## src/rtl/eq_reg_pkg.sv

```systemverilog
`default_nettype none
// ============================================================================
// Module      : eq_reg_pkg
// Description : Shared constants for the equalizer I2C register controller:
//               FSM state encodings, data/pointer widths and default values
//               for the gain registers and the out-of-range read value.
// Revision    : 1.0 - initial release
// ============================================================================
package eq_reg_pkg;

    localparam int GAIN_W  = 8;
    localparam int PTR_W   = 8;
    localparam int STATE_W = 2;

    localparam logic [GAIN_W-1:0] DEF_RESET_GAIN = 8'h80;
    localparam logic [GAIN_W-1:0] DEF_OOR_DATA   = 8'hFF;

    // Transaction FSM states
    localparam logic [STATE_W-1:0] c_st_idle = 2'd0;  // no transaction
    localparam logic [STATE_W-1:0] c_st_ptr  = 2'd1;  // waiting for pointer byte
    localparam logic [STATE_W-1:0] c_st_wr   = 2'd2;  // receiving data bytes
    localparam logic [STATE_W-1:0] c_st_rd   = 2'd3;  // streaming bytes to master

endpackage : eq_reg_pkg
`default_nettype wire

```

## src/rtl/eq_reg_bank.sv

```systemverilog
`default_nettype none
// ============================================================================
// Module      : eq_reg_bank
// Description : Gain register storage. Holds the active bank (presented as a
//               flat bus to the filter datapath) and, when EQ_SHADOW_COMMIT_EN
//               is defined, a shadow bank that collects writes and is copied
//               to the active bank on commit. Also provides the registered
//               read mux feeding the I2C slave transmit byte.
// Ports       : clk, reset (async, active-low)
//               i_wr_en/i_wr_addr/i_wr_data : in-range register write
//               i_commit                    : copy shadow -> active
//               i_rd_addr / o_rd_data       : registered read path
//               o_gains_flat                : active gains, reg i at [8i+7:8i]
//               o_cfg_update                : 1-cycle pulse on gain change
// Config      : EQ_SHADOW_COMMIT_EN selects the shadow/commit bank scheme.
// Revision    : 1.0 - initial release
// ============================================================================
module eq_reg_bank
    import eq_reg_pkg::*;
#(
    parameter int                NUM_REGS   = 10,
    parameter logic [GAIN_W-1:0] RESET_GAIN = DEF_RESET_GAIN,
    parameter logic [GAIN_W-1:0] OOR_DATA   = DEF_OOR_DATA
) (
    input  logic                       clk,
    input  logic                       reset,
    input  logic                       i_wr_en,
    input  logic [PTR_W-1:0]           i_wr_addr,
    input  logic [GAIN_W-1:0]          i_wr_data,
    input  logic                       i_commit,
    input  logic [PTR_W-1:0]           i_rd_addr,
    output logic [GAIN_W-1:0]          o_rd_data,
    output logic [NUM_REGS*GAIN_W-1:0] o_gains_flat,
    output logic                       o_cfg_update
);

    // Contents seen by the read path (shadow bank in commit mode)
    logic [GAIN_W-1:0] w_rd_bank [NUM_REGS];
    logic [GAIN_W-1:0] w_rd_next;
    logic [GAIN_W-1:0] r_rd_data;
    logic              r_cfg_update;

    genvar gi;
    generate
        for (gi = 0; gi < NUM_REGS; gi++) begin : g_reg
            localparam logic [PTR_W-1:0] c_addr = PTR_W'(gi);

            logic              w_hit;
            logic [GAIN_W-1:0] r_active;

            assign w_hit = i_wr_en && (i_wr_addr == c_addr);

`ifdef EQ_SHADOW_COMMIT_EN
            logic [GAIN_W-1:0] r_shadow;

            always_ff @(posedge clk or negedge reset) begin
                if (!reset) begin
                    r_shadow <= RESET_GAIN;
                    r_active <= RESET_GAIN;
                end else begin
                    if (w_hit) begin
                        r_shadow <= i_wr_data;
                    end
                    // A write landing in the commit cycle must be part of
                    // the committed image, so bypass the shadow flop.
                    if (i_commit) begin
                        r_active <= w_hit ? i_wr_data : r_shadow;
                    end
                end
            end

            assign w_rd_bank[gi] = r_shadow;
`else
            always_ff @(posedge clk or negedge reset) begin
                if (!reset) begin
                    r_active <= RESET_GAIN;
                end else if (w_hit) begin
                    r_active <= i_wr_data;
                end
            end

            assign w_rd_bank[gi] = r_active;
`endif
            assign o_gains_flat[gi*GAIN_W +: GAIN_W] = r_active;
        end
    endgenerate

`ifndef EQ_SHADOW_COMMIT_EN
    // Single-bank build updates gains on every write; commit has no role.
    logic w_unused_commit;
    assign w_unused_commit = i_commit;
`endif

    // Read mux: a pointer past the last register returns OOR_DATA.
    always_comb begin
        w_rd_next = OOR_DATA;
        for (int i = 0; i < NUM_REGS; i++) begin
            if (i_rd_addr == PTR_W'(i)) begin
                w_rd_next = w_rd_bank[i];
            end
        end
    end

    always_ff @(posedge clk or negedge reset) begin
        if (!reset) begin
            r_rd_data    <= RESET_GAIN;
            r_cfg_update <= 1'b0;
        end else begin
            r_rd_data    <= w_rd_next;
`ifdef EQ_SHADOW_COMMIT_EN
            r_cfg_update <= i_commit;
`else
            r_cfg_update <= i_wr_en;
`endif
        end
    end

    assign o_rd_data    = r_rd_data;
    assign o_cfg_update = r_cfg_update;

endmodule : eq_reg_bank
`default_nettype wire

```

## src/rtl/eq_i2c_reg_ctrl.sv

```systemverilog
`default_nettype none
// ============================================================================
// Module      : eq_i2c_reg_ctrl
// Description : Register-map controller between an I2C slave byte interface
//               and the equalizer gain datapath. A write transaction carries
//               a pointer byte followed by data bytes; a read transaction
//               streams register contents from the current pointer. The
//               pointer auto-increments and wraps at NUM_REGS-1; a pointer at
//               or beyond NUM_REGS stays put and flags err_oor.
// Ports       : clk, reset (async, active-low)
//               xfer_active, xfer_rw, rx_data, rx_valid, tx_req : slave side
//               tx_data     : next byte for the slave
//               gains_flat  : active gains, reg i at [8i+7:8i]
//               cfg_update  : 1-cycle pulse when gains_flat changes
//               ptr         : current register pointer
//               err_oor     : sticky out-of-range flag, cleared on new START
// Config      : EQ_SHADOW_COMMIT_EN - writes collect in a shadow bank and are
//               committed to the active bank at STOP.
// Revision    : 1.0 - initial release
// ============================================================================
module eq_i2c_reg_ctrl
    import eq_reg_pkg::*;
#(
    parameter int                NUM_REGS   = 10,
    parameter logic [GAIN_W-1:0] RESET_GAIN = DEF_RESET_GAIN,
    parameter logic [GAIN_W-1:0] OOR_DATA   = DEF_OOR_DATA
) (
    input  logic                       clk,
    input  logic                       reset,
    input  logic                       xfer_active,
    input  logic                       xfer_rw,
    input  logic [GAIN_W-1:0]          rx_data,
    input  logic                       rx_valid,
    input  logic                       tx_req,
    output logic [GAIN_W-1:0]          tx_data,
    output logic [NUM_REGS*GAIN_W-1:0] gains_flat,
    output logic                       cfg_update,
    output logic [PTR_W-1:0]           ptr,
    output logic                       err_oor
);

    localparam logic [PTR_W-1:0] c_num_regs = PTR_W'(NUM_REGS);
    localparam logic [PTR_W-1:0] c_last_reg = PTR_W'(NUM_REGS - 1);

    logic [STATE_W-1:0] r_state;
    logic [PTR_W-1:0]   r_ptr;
    logic               r_err;
    logic               r_xfer_prev;
    logic               r_dirty;     // in-range write seen in this transaction

    logic               w_rise;
    logic               w_fall;
    logic               w_in_range;
    logic [PTR_W-1:0]   w_ptr_adv;
    logic               w_wr_en;
    logic               w_commit;

    assign w_rise     = xfer_active & ~r_xfer_prev;
    assign w_fall     = ~xfer_active & r_xfer_prev;
    assign w_in_range = (r_ptr < c_num_regs);

    // Wrap from the last register to 0; an out-of-range pointer is frozen.
    assign w_ptr_adv  = (r_ptr == c_last_reg) ? '0 :
                        (w_in_range ? r_ptr + 8'd1 : r_ptr);

    assign w_wr_en    = (r_state == c_st_wr) && rx_valid && w_in_range;

    // A data byte arriving together with STOP still joins the commit.
    assign w_commit   = (r_state != c_st_idle) && w_fall && (r_dirty || w_wr_en);

    always_ff @(posedge clk or negedge reset) begin
        if (!reset) begin
            r_state     <= c_st_idle;
            r_ptr       <= '0;
            r_err       <= 1'b0;
            r_xfer_prev <= 1'b0;
            r_dirty     <= 1'b0;
        end else begin
            r_xfer_prev <= xfer_active;

            case (r_state)
                c_st_idle: begin
                    if (w_rise) begin
                        r_err   <= 1'b0;
                        r_dirty <= 1'b0;
                        r_state <= xfer_rw ? c_st_rd : c_st_ptr;
                    end
                end
                c_st_ptr: begin
                    if (rx_valid) begin
                        r_ptr   <= rx_data;
                        r_state <= c_st_wr;
                    end
                end
                c_st_wr: begin
                    if (rx_valid) begin
                        if (w_in_range) begin
                            r_dirty <= 1'b1;
                        end else begin
                            r_err   <= 1'b1;
                        end
                        r_ptr <= w_ptr_adv;
                    end
                end
                c_st_rd: begin
                    if (tx_req) begin
                        if (!w_in_range) begin
                            r_err <= 1'b1;
                        end
                        r_ptr <= w_ptr_adv;
                    end
                end
                default: r_state <= c_st_idle;
            endcase

            // STOP ends any transaction; the byte handling above still applies.
            if ((r_state != c_st_idle) && w_fall) begin
                r_state <= c_st_idle;
                r_dirty <= 1'b0;
            end
        end
    end

    eq_reg_bank #(
        .NUM_REGS   (NUM_REGS),
        .RESET_GAIN (RESET_GAIN),
        .OOR_DATA   (OOR_DATA)
    ) u_bank (
        .clk          (clk),
        .reset        (reset),
        .i_wr_en      (w_wr_en),
        .i_wr_addr    (r_ptr),
        .i_wr_data    (rx_data),
        .i_commit     (w_commit),
        .i_rd_addr    (r_ptr),
        .o_rd_data    (tx_data),
        .o_gains_flat (gains_flat),
        .o_cfg_update (cfg_update)
    );

    assign ptr     = r_ptr;
    assign err_oor = r_err;

endmodule : eq_i2c_reg_ctrl
`default_nettype wire

```

## config.mk

```make
export PLATFORM = sky130hd
export DESIGN_NAME = eq_i2c_reg_ctrl
export DESIGN_NICKNAME = d
export VERILOG_FILES = /design/src/rtl/eq_reg_pkg.sv /design/src/rtl/eq_reg_bank.sv /design/src/rtl/eq_i2c_reg_ctrl.sv
export SDC_FILE = /design/constraint.sdc
export NUM_CORES = 1
export LEC_CHECK = 0
export BUFFER_PORTS_ARGS = -buffer_cell sky130_fd_sc_hd__buf_2
export CORE_UTILIZATION = 40
export CTS_CLUSTER_DIAMETER = 30
export DETAILED_ROUTE_END_ITERATION = 10
export PLACE_DENSITY = 0.68
export REMOVE_ABC_BUFFERS = 1
export SLEW_MARGIN = 20
export SYNTH_ARGS = -nofsm -noshare
export SYNTH_HDL_FRONTEND = slang
export SYNTH_SLANG_ARGS = --single-unit
```

## constraint.sdc

```tcl
create_clock -name clk -period 3.26 [get_ports clk]
set_input_delay 0.163 -clock clk [delete_from_list [all_inputs] [get_ports clk]]
set_output_delay 0.163 -clock clk [all_outputs]
set_load 0.02 [all_outputs]
```

==> results.txt <==
- The run finished with clean final reports.
* H-Tree Level Count: 3
- Synth Area per Inst: ~11 sq um
* Chip width: 113 microns
- TritonCTS built the clock tree.
- Most common cell after layout, fill and taps aside: buf_2
* Sw power: approximately 2.5 mW
- Final critical-path required period: approximately 2.5 ns
- Counting the buffers created by CTS gives 9.
- Clock-pin slew on the worst setup and hold paths: approximately 0.070 ns
- In this run the tool buffered the top-level ports with between 100 and 150 buffer cells.
- Die Area: ~0.013 sq mm
- met2 is the most crowded layer.
* Count of yosys warnings during synthesis: 0
- The mapped netlist covers between 0.004 and 0.005 sq mm.
* Class of the tightest hold or removal check: in -> reg
* Starting utilization of the core area: between 40 and 50%
- Traced cell by cell, the critical path runs through inv_1 > ha_1 > buf_4 > and4_1 > mux2_2.
- Detailed-route vias per instance: approximately 5.6
- Total routing resource utilization after global routing: between 20% and 30%
- For the final database, setup skew stands at 0.0124 ns.
* Met2 usage in global routing: 35.5%
* Fraction of layout instances using a drive strength above 1: a little over two fifths
- After synthesis the netlist holds a flip-flop and latch count of 101.
- In the synthesized netlist, the number of instances is 444.
* Classification of the worst setup path: reg -> reg
- Power per Cell Area: around 960 mW/mm^2
- Met1 track demand over resource: around a third
- IR Drop Worst-Case VDD: 0.000376 V
- The number of antenna violations at the first check in global routing is 0.
- Setup violations remaining at the end of the flow were counted as 0.
- Max-cap violations in this run came to 0.
- At the pin with the least slew margin, the transition time is between 0.7 and 0.8 ns.
* Post-route DRC violation count: 0
- Power share of the combinational group: 44.1%
- Relative slew margins: about 50%
* Delay of the slowest critical-path stage: 0.62 ns
- Cell internal power was estimated by the tool at about 3.3 mW.
- Portion of the clock cycle consumed by the worst path in the final layout: 77.2%
* Maximum buffer depth of the clock tree: 2
* Cell leakage power: just under 3 nW
* Total number of vias: ~4,000
- For this run, the post-layout net count is roughly 560.
- Commonest cells after routing, fill and taps aside: 110 x buf_2, 90 x dfrtp_1, 73 x mux2_2
- Number of detailed-routing iterations run before antenna repair: 5
- The first global-routing pass estimated 21,900 microns of wire.
- The slowest stage of the critical path belongs to the cell ha_1.
- After synthesis, flip-flops and latches occupy 51.3% of the total area.
- The number of gates resized after CTS was 0.
* Post-synthesis cell type count: 55
* RSZ-0062 raised after global routing: false
* GR Layer Usage met3: 4.87%
- Row count: 40
- Max Slew Vio Count: 0
- In this run the count of I/O pins placed on the die edge is around 110.
- Cell class contributing the biggest share of worst-path delay: adder cells
- Count of routing violations after the opening detailed-route iteration: roughly 240
* Area of the core: 0.0121 sq mm
- In this run the remaining antenna-violating nets after routing total 0.
- Area added between synthesis and finish: 21.0%
- CTS saw 101 sinks.
- The later pin in the worst-skew pair is clocked with a latency of approximately 0.36 ns.
- Drt wl/cell: about 20 microns
- The number of global-route vias before repair was 3,806.
- Last weighted congestion value of the routability-driven placer: about 0.90
- Net switching is between 40% and 50% of the power.
- Timing would allow up to between 300 and 400 MHz.
* Biggest fanout along the worst timing path: 18
- The worst setup path is captured at a register.
* Most frequently used flop master after synthesis: dfrtp_1
- Number of post-CTS setup repair buffers: 0
- Tot Pwr: between 5 and 6 mW
* Data arrival, critical path: between 2 and 3 ns
- The tree is rooted in a clkbuf_16.
* Number of diodes: 0
- Final hold violations: 0
- Final Util: about half
- The clock network burns between 10% and 20% of the power.
- Total congestion overflow after global routing: 0
* Worst Setup Start Kind: register
- Register share of total power: between 30% and 40%
- In this run the vertical extent of the chip is 113 microns.
- For the worst setup path, the data required time is around 3.5 ns.
* Largest net degree at the start of global routing: 85
- WP buf/inv: 2
- Counting flops with a built-in enable in the synthesized netlist gives 0.
- Adding up every negative setup slack in the final design gives 0 ns.
- Summed over all layers, the routed wires come to roughly 14,000 microns.
- In the synthesized netlist the async set-or-reset flop fraction comes to 100%.
- Final HPWL from detailed placement: a little under 10,000 microns
## what timing repair did
action,4_1_cts,5_1_grt
hold endpoints to repair,1,79
setup endpoints to repair,0,0
hold buffers,1,1
## synthesized netlist by cell type (all sizes together), types with 3 or more instances
| cell | n | area (sq um) |
|---|---|---|
| buf | 4 | 16.3 |
| o31ai | 5 | 37.5 |
| nand3 | 4 | 20.0 |
| o22ai | 7 | 43.8 |
| or3b | 3 | 26.3 |
| o2bb2ai | 3 | 26.3 |
| o311ai | 3 | 26.3 |
| nor3b | 8 | 60.1 |
| nor2b | 18 | 113 |
| dfstp | 11 | 289 |
| o311a | 3 | 30.0 |
| nand2 | 29 | 119 |
| mux2 | 75 | 845 |
| inv | 16 | 60.1 |
| a31oi | 4 | 25.0 |
| nor3 | 3 | 15.0 |
| a21oi | 27 | 135 |
| o32ai | 4 | 35.0 |
| mux2i | 5 | 50.1 |
| dfrtp | 90 | 2250 |
| clkbuf | 27 | 101 |
| o21ai | 23 | 115 |
| ha | 4 | 50.1 |
| nor2 | 26 | 100 |
| nand2b | 6 | 37.5 |
| a221oi | 5 | 43.8 |
## cells by family after synthesis
| logic type | Yosys count | synth area share (%) |
|---|---|---|
| muxes | 80 | 18.1 |
| and+or+nand+nor | 108 | 12.2 |
| AOI/OAI and AO/OA | 103 | 13.7 |
| buffers and inverters | 48 | 3.66 |
| adders and majority gates | 4 | 1.01 |
| DFF | 101 | 51.3 |
## power by group through the flow
stage	Combinational, mW	Clock, mW	Sequential (mW)
2_1_floorplan	1.20	0	2.50
3_3_place_gp	2.50	0	2.11
3_5_place_dp	2.52	0	2.13
4_1_cts	2.54	1.12	2.11
5_1_grt	2.75	1.17	2.17
6_report	2.55	1.11	2.12
## layout make-up
type	count	area, sq um
clock buffer	9	225
clock inverter	7	81.3
fill	1142	6070
inverter	17	63.8
multi-input combinational	295	2230
sequential	101	2540
tap	168	210
timing repair buffer	121	642
## worst min-delay path: cells and delay by family
family          cells  cell delay, ns
buf+inv             2            0.14
compound gates      1            0.08
## worst paths after layout
| path | startpoint | endpoint | slack [ns] | depth (start not counted) |
|---|---|---|---|---|
| worst min register to register | u_bank.g_reg[0].r_active[0] | u_bank.g_reg[0].r_active[0] | 0.53 | 1 |
| worst min-delay path | xfer_rw | r_state[1] | 0.07 | 3 |
| max in group asynchronous | reset | u_bank.g_reg[9].r_active[7] | 2.03 | 3 |
| worst max-delay path | ptr[1] | u_bank.g_reg[8].r_active[4] | 0.74 | 5 |
| min in group asynchronous | reset | u_bank.o_rd_data[5] | 0.43 | 2 |
| worst max register to register | ptr[1] | u_bank.g_reg[8].r_active[4] | 0.74 | 5 |
## registers in the layout, summed over array words and instances (netlist names)
name                 count
err_oor                  1
ptr                      8
r_state                  2
r_xfer_prev              1
u_bank.g.r_active       80
u_bank.o_cfg_update      1
u_bank.o_rd_data         8
## per-layer routing
layer  share of wire, %  vias up
met3                6.4       23
li1                   -     1809
met2                 47      158
met4                1.6        0
met1                 45     2018
met5                  0        -
## metrics by stage
stage	cells	setup slack, ns	area (sq um)	hold WS, ns
2_1_floorplan	413	0.373	4830	-0.133
6_report	718	0.742	5990	0.0737
3_5_place_dp	700	0.778	5660	0.320
5_1_grt	718	0.578	5990	0.0893
3_3_place_gp	700	0.816	5660	0.314
4_1_cts	717	0.746	5980	0.0341
(Power assumes the default switching activity.)
